===== src/rtl/uart_rx_ctrl.sv =====
// uart_rx_ctrl: UART receive sequencer.
// Synchronizes rx, finds the start bit, times the mid-bit sample points
// from clk, and shifts in an LSB-first frame. It then checks the stop bit
// and hands the byte out through a valid/ready pair.
// Optional build macro: UART_RX_MAJORITY_EN. When defined, every sample
// point is a 2-of-3 vote over the last three rx_s values.
module uart_rx_ctrl #(
   parameter int CLK_PER_BIT = 16,
   parameter int DATA_BITS   = 8
) (
   input  logic                 clk,
   input  logic                 rst,
   input  logic                 rx,
   output logic [DATA_BITS-1:0] rv_data,
   output logic                 rx_valid,
   input  logic                 rx_ready,
   output logic                 busy,
   output logic                 frame_err,
   output logic                 overrun_err
);
   localparam int CNT_W = $clog2(CLK_PER_BIT);
   localparam int IDX_W = (DATA_BITS > 1) ? $clog2(DATA_BITS) : 1;
   localparam logic [CNT_W-1:0] HALF_CMP = CNT_W'(CLK_PER_BIT/2 - 1);
   localparam logic [CNT_W-1:0] FULL_CMP = CNT_W'(CLK_PER_BIT - 1);
   localparam logic [IDX_W-1:0] LAST_IDX = IDX_W'(DATA_BITS - 1);

   typedef enum logic [2:0] {IDLE, START, DATA, STOP, WAIT_HIGH} state_t;

   state_t                 state_reg, state_next;
   logic [CNT_W-1:0]       cnt_reg, cnt_next;
   logic [IDX_W-1:0]       idx_reg, idx_next;
   logic [DATA_BITS-1:0]   shift_reg, shift_next, shift_in;
   logic [DATA_BITS-1:0]   data_reg, data_next;
   logic                   valid_reg, valid_next;
   logic                   ferr_reg, ferr_next;
   logic                   oerr_reg, oerr_next;
   logic                   commit;
   logic [1:0]             sync_reg;
   logic                   rx_s;
   logic                   sample_bit;

   assign rx_s = sync_reg[1];

   // Two-flop synchronizer; idles high so reset never looks like a start bit
   always_ff @(posedge clk or posedge rst) begin
      if (rst) begin
         sync_reg <= 2'b11;
      end else begin
         sync_reg <= {sync_reg[0], rx};
      end
   end

`ifdef UART_RX_MAJORITY_EN
   logic [1:0] hist_reg;

   // Keep the two previous rx_s values so the compare cycle can vote
   always_ff @(posedge clk or posedge rst) begin
      if (rst) begin
         hist_reg <= 2'b11;
      end else begin
         hist_reg <= {hist_reg[0], rx_s};
      end
   end

   assign sample_bit = (hist_reg[1] & hist_reg[0]) |
                       (hist_reg[1] & rx_s) |
                       (hist_reg[0] & rx_s);
`else
   assign sample_bit = rx_s;
`endif

   // Next shift value: the new sample enters at the MSB, and older bits move toward the LSB
   generate
      for (genvar gi = 0; gi < DATA_BITS - 1; gi++) begin : g_shift
         assign shift_in[gi] = shift_reg[gi+1];
      end
   endgenerate
   assign shift_in[DATA_BITS-1] = sample_bit;

   // State, counters and output registers
   always_ff @(posedge clk or posedge rst) begin
      if (rst) begin
         state_reg <= IDLE;
         cnt_reg   <= '0;
         idx_reg   <= '0;
         shift_reg <= '0;
         data_reg  <= '0;
         valid_reg <= 1'b0;
         ferr_reg  <= 1'b0;
         oerr_reg  <= 1'b0;
      end else begin
         state_reg <= state_next;
         cnt_reg   <= cnt_next;
         idx_reg   <= idx_next;
         shift_reg <= shift_next;
         data_reg  <= data_next;
         valid_reg <= valid_next;
         ferr_reg  <= ferr_next;
         oerr_reg  <= oerr_next;
      end
   end

   // Frame sequencing, commit/overrun decision and handshake
   always_comb begin
      state_next = state_reg;
      cnt_next   = cnt_reg;
      idx_next   = idx_reg;
      shift_next = shift_reg;
      data_next  = data_reg;
      valid_next = valid_reg;
      ferr_next  = 1'b0;
      oerr_next  = 1'b0;
      commit     = 1'b0;

      if (valid_reg && rx_ready) begin
         valid_next = 1'b0;
      end

      case (state_reg)
         IDLE: begin
            if (!rx_s) begin
               state_next = START;
               cnt_next   = '0;
            end
         end
         START: begin
            if (cnt_reg == HALF_CMP) begin
               cnt_next = '0;
               if (!sample_bit) begin
                  state_next = DATA;
                  idx_next   = '0;
               end else begin
                  // Low pulse shorter than half a bit: ignore silently
                  state_next = IDLE;
               end
            end else begin
               cnt_next = cnt_reg + CNT_W'(1);
            end
         end
         DATA: begin
            if (cnt_reg == FULL_CMP) begin
               cnt_next   = '0;
               shift_next = shift_in;
               if (idx_reg == LAST_IDX) begin
                  state_next = STOP;
               end else begin
                  idx_next = idx_reg + IDX_W'(1);
               end
            end else begin
               cnt_next = cnt_reg + CNT_W'(1);
            end
         end
         STOP: begin
            if (cnt_reg == FULL_CMP) begin
               cnt_next = '0;
               if (sample_bit) begin
                  commit     = 1'b1;
                  state_next = IDLE;
               end else begin
                  ferr_next  = 1'b1;
                  state_next = WAIT_HIGH;
               end
            end else begin
               cnt_next = cnt_reg + CNT_W'(1);
            end
         end
         WAIT_HIGH: begin
            // A held-low line (break) must not retrigger as a start bit
            if (rx_s) begin
               state_next = IDLE;
            end
         end
         default: begin
            state_next = IDLE;
         end
      endcase

      if (commit) begin
         if (!valid_reg || rx_ready) begin
            data_next  = shift_reg;
            valid_next = 1'b1;
         end else begin
            oerr_next = 1'b1;
         end
      end
   end

   assign rv_data     = data_reg;
   assign rx_valid    = valid_reg;
   assign busy        = (state_reg != IDLE);
   assign frame_err   = ferr_reg;
   assign overrun_err = oerr_reg;

endmodule


===== config.mk =====
export PLATFORM = sky130hd
export DESIGN_NAME = uart_rx_ctrl
export DESIGN_NICKNAME = d
export VERILOG_FILES = /design/src/rtl/uart_rx_ctrl.sv
export SDC_FILE = /design/constraint.sdc
export NUM_CORES = 1
export LEC_CHECK = 0
export ABC_AREA = 1
export BUFFER_PORTS_ARGS = -buffer_cell sky130_fd_sc_hd__buf_2
export CAP_MARGIN = 20
export CORE_MARGIN = 4
export CORE_UTILIZATION = 35
export CTS_CLUSTER_DIAMETER = 60
export DETAILED_ROUTE_END_ITERATION = 12
export GPL_ROUTABILITY_DRIVEN = 0
export PLACE_DENSITY_LB_ADDON = 0.3
export RECOVER_POWER = 50
export SETUP_SLACK_MARGIN = 0.4
export SYNTH_ARGS = -nofsm -noshare
export SYNTH_HDL_FRONTEND = slang
export SYNTH_SLANG_ARGS = --single-unit

===== constraint.sdc =====
create_clock -name clk -period 1.3 [get_ports clk]
set_input_delay 0.13 -clock clk [delete_from_list [all_inputs] [get_ports clk]]
set_output_delay 0.13 -clock clk [all_outputs]
set_load 0.01 [all_outputs]

==> metrics.txt, run 1 <==
# TYPE chip_impl_metric gauge
chip_impl_metric{name="maximum_number_of_pins_on_one_net_before_global_route_repair",unit=""} 32
chip_impl_metric{name="netlist_area",unit="um2"} 1420
chip_impl_info{name="path_class",value="register to register"} 1
chip_impl_metric{name="power.density_cell_area",unit="nW/um2"} 1680
chip_impl_metric{name="timing.setup.tns",unit="ps"} -795
chip_impl_metric{name="worstSkewPairLatency",unit="ps"} 280
chip_impl_metric{name="routedWlPerCell",unit="um"} 12.3
chip_impl_metric{name="cts.sinks",unit=""} 31
chip_impl_metric{name="dieArea",unit="um2"} 5150
chip_impl_metric{name="power.share.combinational",unit="%"} 36.2
chip_impl_metric{name="number_of_global_route_vias_before_repair",unit=""} 1175
chip_impl_metric{name="detailedRoute.firstIterationViolations",unit=""} 63
chip_impl_metric{name="post_drt_antenna_nets",unit=""} 0
chip_impl_metric{name="vdd_drop_max",unit="mV"} 0.520
chip_impl_metric{name="maxClockFrequency",unit="GHz"} 0.723
chip_impl_info{name="combinational_family_with_the_most_area_after_synthesis",value="simple AND/OR/NAND/NOR gates"} 1
chip_impl_metric{name="max_cap_violations",unit=""} 0
chip_impl_metric{name="areaGrowthSynthToFinish",unit="%"} 44.2
chip_impl_info{name="failed_checks",value="setup timing"} 1
chip_impl_metric{name="synth_fp_nets",unit=""} 166
chip_impl_metric{name="setup_violations",unit=""} 19
chip_impl_metric{name="yosysWarningCount",unit=""} 0
chip_impl_metric{name="worst-slew-pin-transition",unit="ps"} 770
chip_impl_metric{name="multi_input_comb_area",unit="um2"} 713
chip_impl_metric{name="total_switching_power",unit="mW"} 1.19
chip_impl_metric{name="cts-buffers-inserted",unit=""} 5
chip_impl_info{name="cts_tree",value="done"} 1
chip_impl_metric{name="portBuffers",unit=""} 15
chip_impl_metric{name="layout.nets",unit=""} 210
chip_impl_metric{name="wirelength",unit="mm"} 3.10
chip_impl_metric{name="cts.reportedPaths.clkPinSlew",unit="ps"} 60
chip_impl_info{name="crit_path_capture_type",value="register"} 1
chip_impl_metric{name="num_vias",unit=""} 1167
chip_impl_metric{name="dieWidth",unit="um"} 71.8
chip_impl_info{name="cts-root-buf",value="sky130_fd_sc_hd__clkbuf_8"} 1
chip_impl_metric{name="share_of_the_clock_period_used_by_the_worst_path_after_layout",unit="%"} 106
chip_impl_metric{name="std_cell_rows",unit=""} 22
chip_impl_metric{name="postSynthRegisterBits",unit=""} 31
chip_impl_metric{name="sequentialPowerShare",unit="%"} 35.9
chip_impl_info{name="hold_path_class",value="primary input to register"} 1
chip_impl_metric{name="finalPower",unit="mW"} 3.45
chip_impl_metric{name="core_region_area",unit="um2"} 3800
chip_impl_metric{name="p_clk_share",unit="%"} 27.9
chip_impl_metric{name="post_synth_inst_count",unit=""} 159
chip_impl_info{name="worstReg2RegStart",value="cnt_reg[0]"} 1
chip_impl_metric{name="ios",unit=""} 16
chip_impl_metric{name="post_synth_mux_area_share",unit="%"} 0
chip_impl_metric{name="grt_use_total",unit="%"} 12.6
chip_impl_metric{name="final_max_slew_viol_count",unit=""} 0
chip_impl_info{name="outcome",value="finished with violations"} 1
chip_impl_metric{name="cp_data_arrival_time",unit="ps"} 1550
chip_impl_metric{name="crit_fanout",unit=""} 7
chip_impl_info{name="rsz0062_at_grt",value="yes"} 1
chip_impl_metric{name="period_minus_slack",unit="ps"} 1380
chip_impl_metric{name="seq_area",unit="um2"} 781
chip_impl_metric{name="antenna-diode-count",unit=""} 0
chip_impl_metric{name="clockBufferDepth",unit=""} 2
chip_impl_metric{name="synth.lib_cells_used.distinct",unit=""} 23
chip_impl_metric{name="final.setup.worst_slack",unit="ps"} -84.0
chip_impl_metric{name="drc",unit=""} 0
chip_impl_metric{name="routed_via_density",unit=""} 4.63
chip_impl_metric{name="htree_levels",unit=""} 2
chip_impl_metric{name="synth_simple_gate_area_share",unit="%"} 26.6
chip_impl_metric{name="place_ws",unit="ps"} -102
chip_impl_metric{name="dp.final_hpwl",unit="mm"} 2.07
chip_impl_metric{name="skew",unit="ps"} 6.74
chip_impl_metric{name="layout_cells_sized_above_1",unit="%"} 44.6
chip_impl_metric{name="antenna_violations_before_repair",unit=""} 0
chip_impl_metric{name="chipHeight",unit="um"} 71.8
chip_impl_metric{name="synth-compound-area-share",unit="%"} 9.50
chip_impl_metric{name="syn-mean-instance-area",unit="um2"} 8.95
chip_impl_metric{name="fillCellCount",unit=""} 339
chip_impl_metric{name="grt_remaining_overflow",unit=""} 0
chip_impl_metric{name="xor_xnor_share_of_the_synthesized_area",unit="%"} 0.616
chip_impl_metric{name="maxSlewHeadroom",unit="%"} 48.7
chip_impl_metric{name="synth_fa_ha_area_share",unit="%"} 2.64
chip_impl_metric{name="timing.critical_path.required",unit="ps"} 1460
chip_impl_metric{name="synth.yosys.seq_area_share",unit="%"} 54.7
chip_impl_info{name="hold_path_start",value="rx_ready"} 1
chip_impl_metric{name="detailedRoute.firstPassIterationCount",unit=""} 4
chip_impl_metric{name="finalHoldViolCount",unit=""} 0
chip_impl_info{name="worstSetupStartpoint",value="cnt_reg[0]"} 1
chip_impl_metric{name="initial_core_util",unit="%"} 37.5
chip_impl_metric{name="timing.hold.ws",unit="ps"} 255
chip_impl_info{name="setup.worst_path.start_class",value="register"} 1
chip_impl_metric{name="power.static_leakage",unit="nW"} 1.01
chip_impl_metric{name="final_core_utilization",unit="%"} 54.0
chip_impl_metric{name="int_pwr",unit="mW"} 2.26
chip_impl_metric{name="grt_first_pass_wirelength",unit="mm"} 5.06
chip_impl_metric{name="switching_share",unit="%"} 34.4
kinds of logic after synthesis:
kind of cell,after synthesis
adder cells (fa/ha/maj),3
flip-flops,31
AO/OA/AOI/OAI,26
AND/OR/NAND/NOR,78
XOR/XNOR,1
buffers and inverters,20
worst paths after layout:
kind	end	slack (ps)	cells after the start
setup / recovery	idx_reg[1]	-80	8
max in group asynchronous	state_reg[2]	150	4
hold / removal	overrun_err	260	4
setup reg to reg	idx_reg[1]	-80	8
hold reg to reg	sync_reg[1]	360	0
min in group asynchronous	rv_data[5]	610	4
through the flow:
step,instances,instance area (um2)
6_report,252,2050
5_1_grt,252,2050
4_1_cts,244,1910
3_5_place_dp,228,1680
3_3_place_gp,228,1680
2_1_floorplan,159,1500
worst max-delay path, stage by stage, from the launching register on:
cell                      delay (ps)
sky130_fd_sc_hd__dfrtp_1         410
sky130_fd_sc_hd__ha_4            190
sky130_fd_sc_hd__nand2_4          60
sky130_fd_sc_hd__nor2_4          110
sky130_fd_sc_hd__nor2_4           60
sky130_fd_sc_hd__nor2_4          210
sky130_fd_sc_hd__nand2_2         100
sky130_fd_sc_hd__nand2_1          70
sky130_fd_sc_hd__nand2_1          50
final cells by class:
class / instances / area share, %
Inverter: 18 / 3.54
Clock buffer: 6 / 4.02
Timing Repair Buffer: 39 / 15.0
Multi-Input combinational cell: 108 / 34.8
Sequential cell: 31 / 38.0
Tap cell: 48 / 2.93
Clock inverter: 2 / 1.71
per-layer routing:
layer  vias up  track usage, %  wire length, um
li1        605               -                -
met1       535            15.1             1380
met2        21            20.3             1520
met3         6            3.37              123
met4         0            7.31               73
met5         -               0                0
power by group through the flow:
stage	clock, mW	sequential (mW)	combinational (mW)
final	0.962	1.24	1.25
after global routing	1.02	1.25	1.39
after CTS	0.982	1.24	1.13
after detailed placement	0	1.24	0.982
after global placement	0	1.23	0.938
after floorplan	0	1.23	0.718
Yosys cell counts:
master | n | area share (%)
sky130_fd_sc_hd__xor2_1 | 1 | 0.62
sky130_fd_sc_hd__inv_1 | 16 | 4.2
sky130_fd_sc_hd__nor2_1 | 14 | 3.7
sky130_fd_sc_hd__a21oi_1 | 7 | 2.5
sky130_fd_sc_hd__nor3_1 | 1 | 0.35
sky130_fd_sc_hd__nand2_2 | 3 | 1.3
sky130_fd_sc_hd__inv_2 | 2 | 0.53
sky130_fd_sc_hd__ha_1 | 3 | 2.6
sky130_fd_sc_hd__o21ai_2 | 1 | 0.62
sky130_fd_sc_hd__o21ai_0 | 4 | 1.4
sky130_fd_sc_hd__buf_6 | 1 | 0.79
sky130_fd_sc_hd__buf_2 | 1 | 0.35
sky130_fd_sc_hd__nand3_2 | 3 | 2.1
sky130_fd_sc_hd__dfstp_2 | 2 | 3.7
sky130_fd_sc_hd__nand3_1 | 9 | 3.2
sky130_fd_sc_hd__nand3b_1 | 1 | 0.53
sky130_fd_sc_hd__nand2_1 | 40 | 11
sky130_fd_sc_hd__dfrtp_1 | 29 | 51
sky130_fd_sc_hd__nor2_2 | 3 | 1.3
sky130_fd_sc_hd__nor2_4 | 3 | 2.4
sky130_fd_sc_hd__nand3_4 | 1 | 1.2
sky130_fd_sc_hd__o21ai_1 | 13 | 4.6
sky130_fd_sc_hd__o22ai_1 | 1 | 0.44
timing repair:
item,in CTS,in global routing
gates resized for setup,14,22
hold buffers,2,0
endpoints found under the hold margin,30,0
pin swaps,7,14
buffers inserted,6,8
endpoints found under the setup margin,41,41
placed cells by master, fill, tap and decap left out:
master                          count
sky130_fd_sc_hd__nand2_1           35
sky130_fd_sc_hd__dfrtp_1           27
sky130_fd_sc_hd__inv_1             15
sky130_fd_sc_hd__buf_4             15
sky130_fd_sc_hd__buf_2             12
sky130_fd_sc_hd__o21ai_1           11
sky130_fd_sc_hd__nor2_4             9
sky130_fd_sc_hd__nand3_1            8
sky130_fd_sc_hd__buf_6              8
sky130_fd_sc_hd__nand2_2            7
sky130_fd_sc_hd__nor2_1             6
sky130_fd_sc_hd__clkbuf_8           6
sky130_fd_sc_hd__nor2_2             5
sky130_fd_sc_hd__o21ai_2            4
sky130_fd_sc_hd__nand3_4            3
sky130_fd_sc_hd__a21oi_2            3
sky130_fd_sc_hd__a21oi_1            3
sky130_fd_sc_hd__inv_2              2
sky130_fd_sc_hd__nand3_2            2
sky130_fd_sc_hd__o21ai_0            2
sky130_fd_sc_hd__dlygate4sd3_1      2
sky130_fd_sc_hd__dfrtp_2            2
sky130_fd_sc_hd__dfstp_2            2
sky130_fd_sc_hd__inv_6              1
sky130_fd_sc_hd__a21oi_4            1
sky130_fd_sc_hd__nand2_4            1
sky130_fd_sc_hd__nor3_2             1
sky130_fd_sc_hd__nand3b_1           1
sky130_fd_sc_hd__o21ai_4            1
sky130_fd_sc_hd__xor2_1             1
sky130_fd_sc_hd__o22ai_1            1
sky130_fd_sc_hd__ha_4               1
sky130_fd_sc_hd__ha_2               1
sky130_fd_sc_hd__ha_1               1
sky130_fd_sc_hd__clkinv_2           1
sky130_fd_sc_hd__bufinv_16          1
sky130_fd_sc_hd__clkbuf_2           1
sky130_fd_sc_hd__buf_12             1
(Power assumes the default switching activity.)
==> run 2, diff against run 1 <==
==> constraint.sdc (replaced) <==
create_clock -name clk -period 1.22 [get_ports clk]
set_input_delay 0.122 -clock clk [delete_from_list [all_inputs] [get_ports clk]]
set_output_delay 0.122 -clock clk [all_outputs]
set_load 0.01 [all_outputs]
==> metrics.txt, run 2 (synthesis gave the netlist of run 1 again) <==
# TYPE chip_impl_metric gauge
chip_impl_metric{name="total_switching_power",unit="mW"} 1.34
chip_impl_metric{name="timing.hold.ws",unit="ps"} -215
chip_impl_metric{name="post_drt_antenna_nets",unit=""} 0
chip_impl_metric{name="wirelength",unit="mm"} 3.49
chip_impl_info{name="crit_path_capture_type",value="register"} 1
chip_impl_metric{name="crit_fanout",unit=""} 5
chip_impl_metric{name="timing.critical_path.required",unit="ps"} 1390
chip_impl_metric{name="detailedRoute.firstPassIterationCount",unit=""} 7
chip_impl_metric{name="num_vias",unit=""} 1243
chip_impl_metric{name="fillCellCount",unit=""} 325
chip_impl_metric{name="dieWidth",unit="um"} 71.8
chip_impl_metric{name="cp_data_arrival_time",unit="ps"} 1560
chip_impl_metric{name="cts_hold_buffers",unit=""} 1
chip_impl_metric{name="timing.setup.tns",unit="ps"} -2700
chip_impl_info{name="hold_path_class",value="primary input to async pin"} 1
chip_impl_metric{name="grt_use_total",unit="%"} 14.0
chip_impl_metric{name="cts.reportedPaths.clkPinSlew",unit="ps"} 60
chip_impl_metric{name="seq_area",unit="um2"} 781
chip_impl_metric{name="skew",unit="ps"} 4.82
chip_impl_metric{name="int_pwr",unit="mW"} 2.50
chip_impl_metric{name="final.setup.worst_slack",unit="ps"} -172
chip_impl_metric{name="maxClockFrequency",unit="GHz"} 0.719
chip_impl_metric{name="ios",unit=""} 16
chip_impl_info{name="rsz0062_at_grt",value="yes"} 1
chip_impl_info{name="failed_checks",value="hold timing, setup timing"} 1
chip_impl_metric{name="multi_input_comb_area",unit="um2"} 762
chip_impl_metric{name="grt_first_pass_wirelength",unit="mm"} 5.58
chip_impl_metric{name="sequentialPowerShare",unit="%"} 33.7
chip_impl_info{name="mostFrequentLayoutCell",value="sky130_fd_sc_hd__nand2_1"} 1
chip_impl_info{name="cts-root-buf",value="sky130_fd_sc_hd__clkbuf_8"} 1
chip_impl_metric{name="period_minus_slack",unit="ps"} 1390
chip_impl_metric{name="portBuffers",unit=""} 15
chip_impl_metric{name="clockBufferDepth",unit=""} 2
chip_impl_info{name="worstReg2RegStart",value="cnt_reg[1]"} 1
chip_impl_metric{name="setup_violations",unit=""} 26
chip_impl_info{name="worstSetupStartpoint",value="cnt_reg[1]"} 1
chip_impl_metric{name="routedWlPerCell",unit="um"} 13.3
chip_impl_metric{name="maxSlewHeadroom",unit="%"} 60.7
chip_impl_metric{name="dp.final_hpwl",unit="mm"} 2.15
chip_impl_metric{name="grt_remaining_overflow",unit=""} 0
chip_impl_metric{name="cts.sinks",unit=""} 31
chip_impl_metric{name="final_max_slew_viol_count",unit=""} 0
chip_impl_metric{name="max_cap_violations",unit=""} 0
chip_impl_metric{name="worstSkewPairLatency",unit="ps"} 280
chip_impl_metric{name="drc",unit=""} 0
chip_impl_metric{name="cts-buffers-inserted",unit=""} 5
chip_impl_metric{name="initial_core_util",unit="%"} 37.5
chip_impl_info{name="outcome",value="finished with violations"} 1
chip_impl_metric{name="share_of_the_clock_period_used_by_the_worst_path_after_layout",unit="%"} 114
chip_impl_metric{name="reg2reg_slack",unit="ps"} -170
chip_impl_metric{name="htree_levels",unit=""} 2
chip_impl_metric{name="std_cell_rows",unit=""} 22
chip_impl_info{name="layout.cells.most_common_list",value="sky130_fd_sc_hd__nand2_1, sky130_fd_sc_hd__dfrtp_1, sky130_fd_sc_hd__buf_4"} 1
chip_impl_metric{name="layout.nets",unit=""} 222
chip_impl_info{name="worstReg2RegEnd",value="rv_data[1]"} 1
chip_impl_metric{name="chipHeight",unit="um"} 71.8
chip_impl_metric{name="dieArea",unit="um2"} 5150
chip_impl_metric{name="power.density_cell_area",unit="nW/um2"} 1770
chip_impl_metric{name="routed_via_density",unit=""} 4.73
chip_impl_metric{name="worst-slew-pin-transition",unit="ps"} 589
chip_impl_metric{name="switching_share",unit="%"} 34.8
chip_impl_metric{name="power.share.combinational",unit="%"} 41.1
chip_impl_metric{name="vdd_drop_max",unit="mV"} 0.882
chip_impl_metric{name="layout_cells_sized_above_1",unit="%"} 50.7
chip_impl_metric{name="antenna_violations_before_repair",unit=""} 0
chip_impl_metric{name="areaGrowthSynthToFinish",unit="%"} 52.7
chip_impl_info{name="path_class",value="register to register"} 1
chip_impl_info{name="setup.worst_path.start_class",value="register"} 1
chip_impl_metric{name="p_clk_share",unit="%"} 25.2
chip_impl_metric{name="power.static_leakage",unit="nW"} 1.07
chip_impl_metric{name="worst_reg2reg_path_length_in_cells",unit=""} 7
chip_impl_info{name="cts_tree",value="done"} 1
chip_impl_metric{name="antenna-diode-count",unit=""} 0
chip_impl_metric{name="maximum_number_of_pins_on_one_net_before_global_route_repair",unit=""} 24
chip_impl_metric{name="detailedRoute.firstIterationViolations",unit=""} 53
chip_impl_metric{name="place_ws",unit="ps"} -121
chip_impl_metric{name="finalHoldViolCount",unit=""} 8
chip_impl_metric{name="number_of_global_route_vias_before_repair",unit=""} 1220
chip_impl_metric{name="core_region_area",unit="um2"} 3800
-- run 2: cell types whose count changed in the layout (fill, tap and decap cells not counted), moves of 2 or more --
cell                      change
sky130_fd_sc_hd__buf_4       +10
sky130_fd_sc_hd__o21ai_1      -4
sky130_fd_sc_hd__o21ai_2      +3
sky130_fd_sc_hd__buf_2        +2
sky130_fd_sc_hd__inv_1        -2
sky130_fd_sc_hd__inv_2        +2
sky130_fd_sc_hd__nand3_2      -2
sky130_fd_sc_hd__nand3_4      +2
sky130_fd_sc_hd__nor2_4       +2
-- run 2: timing repair --
item	in CTS	in global routing
pin swaps	17	19
resized for setup	23	24
setup buffers	14	7
endpoints found under the setup margin	41	41
hold endpoints to repair	9	8
-- run 2: layer usage --
layer	share of wire, %	track usage, %	routed length, um
met2	52	21.3	1800
met3	2.7	4.35	93
met4	1.8	6.68	63
met1	44	18.0	1540
met5	0	0	0
-- run 2: stage by stage --
step	std cells	util, %	hold slack, ps	power, mW	cell area, um2
global placement	234	45.9	109	2.47	1750
detailed placement	234	45.9	113	2.49	1750
finish	263	57.2	-215	3.84	2170
floorplan	159	-	126	2.08	1500
CTS	256	53.7	-187	3.61	2040
global route	263	57.2	-179	4.09	2170
-- run 2: final cells by class --
cell class,count,share of cell area [%]
flip-flops and latches,31,35.9
multi-input cells,108,35.1
repair buffers,51,18.1
clock buffers,6,3.34
inverters,18,3.34
well taps,48,2.76
clock inverters,1,1.38
-- run 2: worst max-delay path by stage --
stage | to | slack (ps) | cells past startpoint
floorplan | idx_reg[0] | -30 | 8
global placement | idx_reg[0] | -90 | 8
detailed placement | idx_reg[1] | -120 | 8
CTS | idx_reg[1] | -130 | 8
global route | idx_reg[0] | -240 | 8
finish | rv_data[1] | -170 | 7
-- run 2: power by group through the flow --
stage / Clock [mW] / Combinational [mW] / Sequential, mW
floorplan: 0 / 0.770 / 1.31
global placement: 0 / 1.16 / 1.31
detailed placement: 0 / 1.18 / 1.32
CTS: 0.982 / 1.35 / 1.29
global route: 1.03 / 1.75 / 1.31
finish: 0.966 / 1.58 / 1.29
-- run 2: critical path, stage by stage (launching register included) --
cell	delay, ps
sky130_fd_sc_hd__dfrtp_1	390
sky130_fd_sc_hd__ha_4	180
sky130_fd_sc_hd__nand3_4	120
sky130_fd_sc_hd__inv_6	120
sky130_fd_sc_hd__nand3_4	120
sky130_fd_sc_hd__buf_6	170
sky130_fd_sc_hd__o21ai_4	120
sky130_fd_sc_hd__nand2_1	70
==> run 3, diff against run 2 <==
--- a/config.mk
+++ b/config.mk
@@ -15,7 +15,7 @@
 export GPL_ROUTABILITY_DRIVEN = 0
 export PLACE_DENSITY_LB_ADDON = 0.3
 export RECOVER_POWER = 50
-export SETUP_SLACK_MARGIN = 0.4
+export SETUP_SLACK_MARGIN = 0.05
 export SYNTH_ARGS = -nofsm -noshare
 export SYNTH_HDL_FRONTEND = slang
 export SYNTH_SLANG_ARGS = --single-unit
==> metrics.txt, run 3 (synthesis gave the netlist of run 1 again) <==
# TYPE chip_impl_metric gauge
chip_impl_info{name="outcome",value="finished with violations"} 1
chip_impl_info{name="failed_checks",value="setup timing"} 1
chip_impl_metric{name="post_drt_antenna_nets",unit=""} 0
chip_impl_metric{name="power.share.combinational",unit="%"} 43.1
chip_impl_metric{name="maximum_number_of_pins_on_one_net_before_global_route_repair",unit=""} 32
chip_impl_metric{name="num_vias",unit=""} 1257
chip_impl_metric{name="timing.critical_path.required",unit="ps"} 1390
chip_impl_metric{name="layout_cells_sized_above_1",unit="%"} 52.9
chip_impl_metric{name="vdd_drop_max",unit="mV"} 0.629
chip_impl_metric{name="switching_share",unit="%"} 36.7
chip_impl_info{name="cp_slowest_cell",value="sky130_fd_sc_hd__dfrtp_1"} 1
chip_impl_metric{name="timing.hold.ws",unit="ps"} 227
chip_impl_metric{name="cp_data_arrival_time",unit="ps"} 1540
chip_impl_info{name="rsz0062_at_grt",value="yes"} 1
chip_impl_metric{name="power.static_leakage",unit="nW"} 1.04
chip_impl_metric{name="cts-buffers-inserted",unit=""} 5
chip_impl_metric{name="areaGrowthSynthToFinish",unit="%"} 51.5
chip_impl_metric{name="finalHoldViolCount",unit=""} 0
chip_impl_metric{name="routedWlPerCell",unit="um"} 13.8
chip_impl_metric{name="clockBufferDepth",unit=""} 2
chip_impl_metric{name="multi_input_comb_area",unit="um2"} 800
chip_impl_metric{name="antenna-diode-count",unit=""} 0
chip_impl_metric{name="crit_fanout",unit=""} 7
chip_impl_metric{name="cp_peak_stage_delay",unit="ps"} 410
chip_impl_metric{name="antenna_violations_before_repair",unit=""} 0
chip_impl_metric{name="place_ws",unit="ps"} -149
chip_impl_metric{name="dp.final_hpwl",unit="mm"} 2.14
chip_impl_metric{name="dieWidth",unit="um"} 71.8
chip_impl_info{name="crit_path_capture_type",value="register"} 1
chip_impl_metric{name="p_clk_share",unit="%"} 22.9
chip_impl_info{name="cts-root-buf",value="sky130_fd_sc_hd__clkbuf_8"} 1
chip_impl_metric{name="worst-slew-pin-transition",unit="ps"} 682
chip_impl_metric{name="routed_via_density",unit=""} 4.87
chip_impl_info{name="cts_tree",value="done"} 1
chip_impl_metric{name="seq_area",unit="um2"} 782
chip_impl_metric{name="setup_violations",unit=""} 26
chip_impl_metric{name="ios",unit=""} 16
chip_impl_metric{name="detailedRoute.firstPassIterationCount",unit=""} 4
chip_impl_metric{name="layout.nets",unit=""} 216
chip_impl_info{name="crit_chain",value="ha_4, nand3_4, clkinv_4, nor2_4, nor2_4, buf_4, nand3_1, nand2_1"} 1
chip_impl_info{name="critPathMostFrequentCell",value="sky130_fd_sc_hd__nor2_4"} 1
chip_impl_metric{name="power.density_cell_area",unit="nW/um2"} 1800
chip_impl_metric{name="initial_core_util",unit="%"} 37.5
chip_impl_metric{name="htree_levels",unit=""} 2
chip_impl_metric{name="grt_first_pass_wirelength",unit="mm"} 5.49
chip_impl_metric{name="timing.setup.tns",unit="ps"} -2910
chip_impl_metric{name="skew",unit="ps"} 3.95
chip_impl_metric{name="cts.reportedPaths.clkPinSlew",unit="ps"} 60
chip_impl_metric{name="std_cell_rows",unit=""} 22
chip_impl_info{name="path_class",value="register to register"} 1
chip_impl_metric{name="sequentialPowerShare",unit="%"} 34.0
chip_impl_metric{name="grt_use_total",unit="%"} 13.5
chip_impl_metric{name="dieArea",unit="um2"} 5150
chip_impl_metric{name="final.setup.worst_slack",unit="ps"} -147
chip_impl_info{name="setup.worst_path.start_class",value="register"} 1
chip_impl_metric{name="max_cap_violations",unit=""} 0
chip_impl_metric{name="share_of_the_clock_period_used_by_the_worst_path_after_layout",unit="%"} 112
chip_impl_metric{name="maxClockFrequency",unit="GHz"} 0.732
chip_impl_metric{name="worstSkewPairLatency",unit="ps"} 280
chip_impl_metric{name="period_minus_slack",unit="ps"} 1370
chip_impl_metric{name="int_pwr",unit="mW"} 2.45
chip_impl_metric{name="wirelength",unit="mm"} 3.56
chip_impl_metric{name="drc",unit=""} 0
chip_impl_metric{name="fillCellCount",unit=""} 314
chip_impl_metric{name="final_max_slew_viol_count",unit=""} 0
chip_impl_metric{name="number_of_global_route_vias_before_repair",unit=""} 1236
chip_impl_metric{name="grt_remaining_overflow",unit=""} 0
chip_impl_metric{name="cts.sinks",unit=""} 31
chip_impl_metric{name="chipHeight",unit="um"} 71.8
chip_impl_info{name="hold_path_class",value="primary input to register"} 1
chip_impl_info{name="layout.cells.most_common_list",value="sky130_fd_sc_hd__nand2_1, sky130_fd_sc_hd__dfrtp_1, sky130_fd_sc_hd__buf_4"} 1
chip_impl_metric{name="core_region_area",unit="um2"} 3800
chip_impl_metric{name="detailedRoute.firstIterationViolations",unit=""} 69
chip_impl_metric{name="portBuffers",unit=""} 15
chip_impl_metric{name="total_switching_power",unit="mW"} 1.42
chip_impl_metric{name="maxSlewHeadroom",unit="%"} 54.6
chip_impl_metric{name="final_core_utilization",unit="%"} 56.8
chip_impl_info{name="mostFrequentLayoutCell",value="sky130_fd_sc_hd__nand2_1"} 1
==> run 3: cell type report <==
class                   instances  share of cell area (%)
multi-input cells             109                    37.1
flip-flops and latches         31                    36.3
repair buffers                 44                    15.6
clock buffers                   7                    4.47
inverters                      18                    3.48
well taps                      48                    2.79
clock inverters                 1                   0.348
==> run 3: critical path, delay by kind of cell (launching register included) <==
family | cells | cell delay, ps
DFF | 1 | 410
and+or+nand+nor | 5 | 430
buffers and inverters | 2 | 220
adders and majority gates | 1 | 200
==> run 3: what timing repair did <==
item                       4_1_cts  5_1_grt
gates resized for setup         27       40
pin swaps                        9       17
gates cloned                     1        0
setup buffers                    8        4
hold endpoints to repair        30        0
hold buffers                     2        0
setup endpoints to repair       27       29
==> run 3: metrics by stage <==
step / std cells / instance area (um2) / power, mW
finish: 258 / 2160 / 3.87
global route: 258 / 2160 / 4.08
CTS: 254 / 1990 / 3.48
detailed placement: 235 / 1710 / 2.44
global placement: 235 / 1710 / 2.38
floorplan: 159 / 1480 / 2.03
==> run 3: power groups by stage <==
stage	sequential [mW]	combinational (mW)	clock, mW
after floorplan	1.29	0.736	0
after global placement	1.29	1.09	0
after detailed placement	1.30	1.14	0
after CTS	1.28	1.30	0.900
after global routing	1.33	1.80	0.949
final	1.32	1.67	0.885
==> run 3: layer usage <==
| metal | GRT usage [%] | part of all wire, % | vias up | routed length, um |
|---|---|---|---|---|
| met5 | 0 | 0 | - | 0 |
| met2 | 23.5 | 53 | 36 | 1880 |
| li1 | - | - | 612 | - |
| met4 | 6.05 | 3.0 | 0 | 108 |
| met3 | 3.51 | 4.6 | 11 | 165 |
| met1 | 15.5 | 40 | 598 | 1410 |
==> run 3: worst paths after layout <==
kind	from	endpoint	slack, ps	depth (start not counted)
worst max-delay path	cnt_reg[0]	idx_reg[1]	-150	8
worst min-delay path	rx_ready	rv_data[4]	230	4
worst max register to register	cnt_reg[0]	idx_reg[1]	-150	8
worst min register to register	sync_reg[0]	sync_reg[1]	360	0
max in group asynchronous	rst	state_reg[2]	170	4
min in group asynchronous	rst	overrun_err	570	4
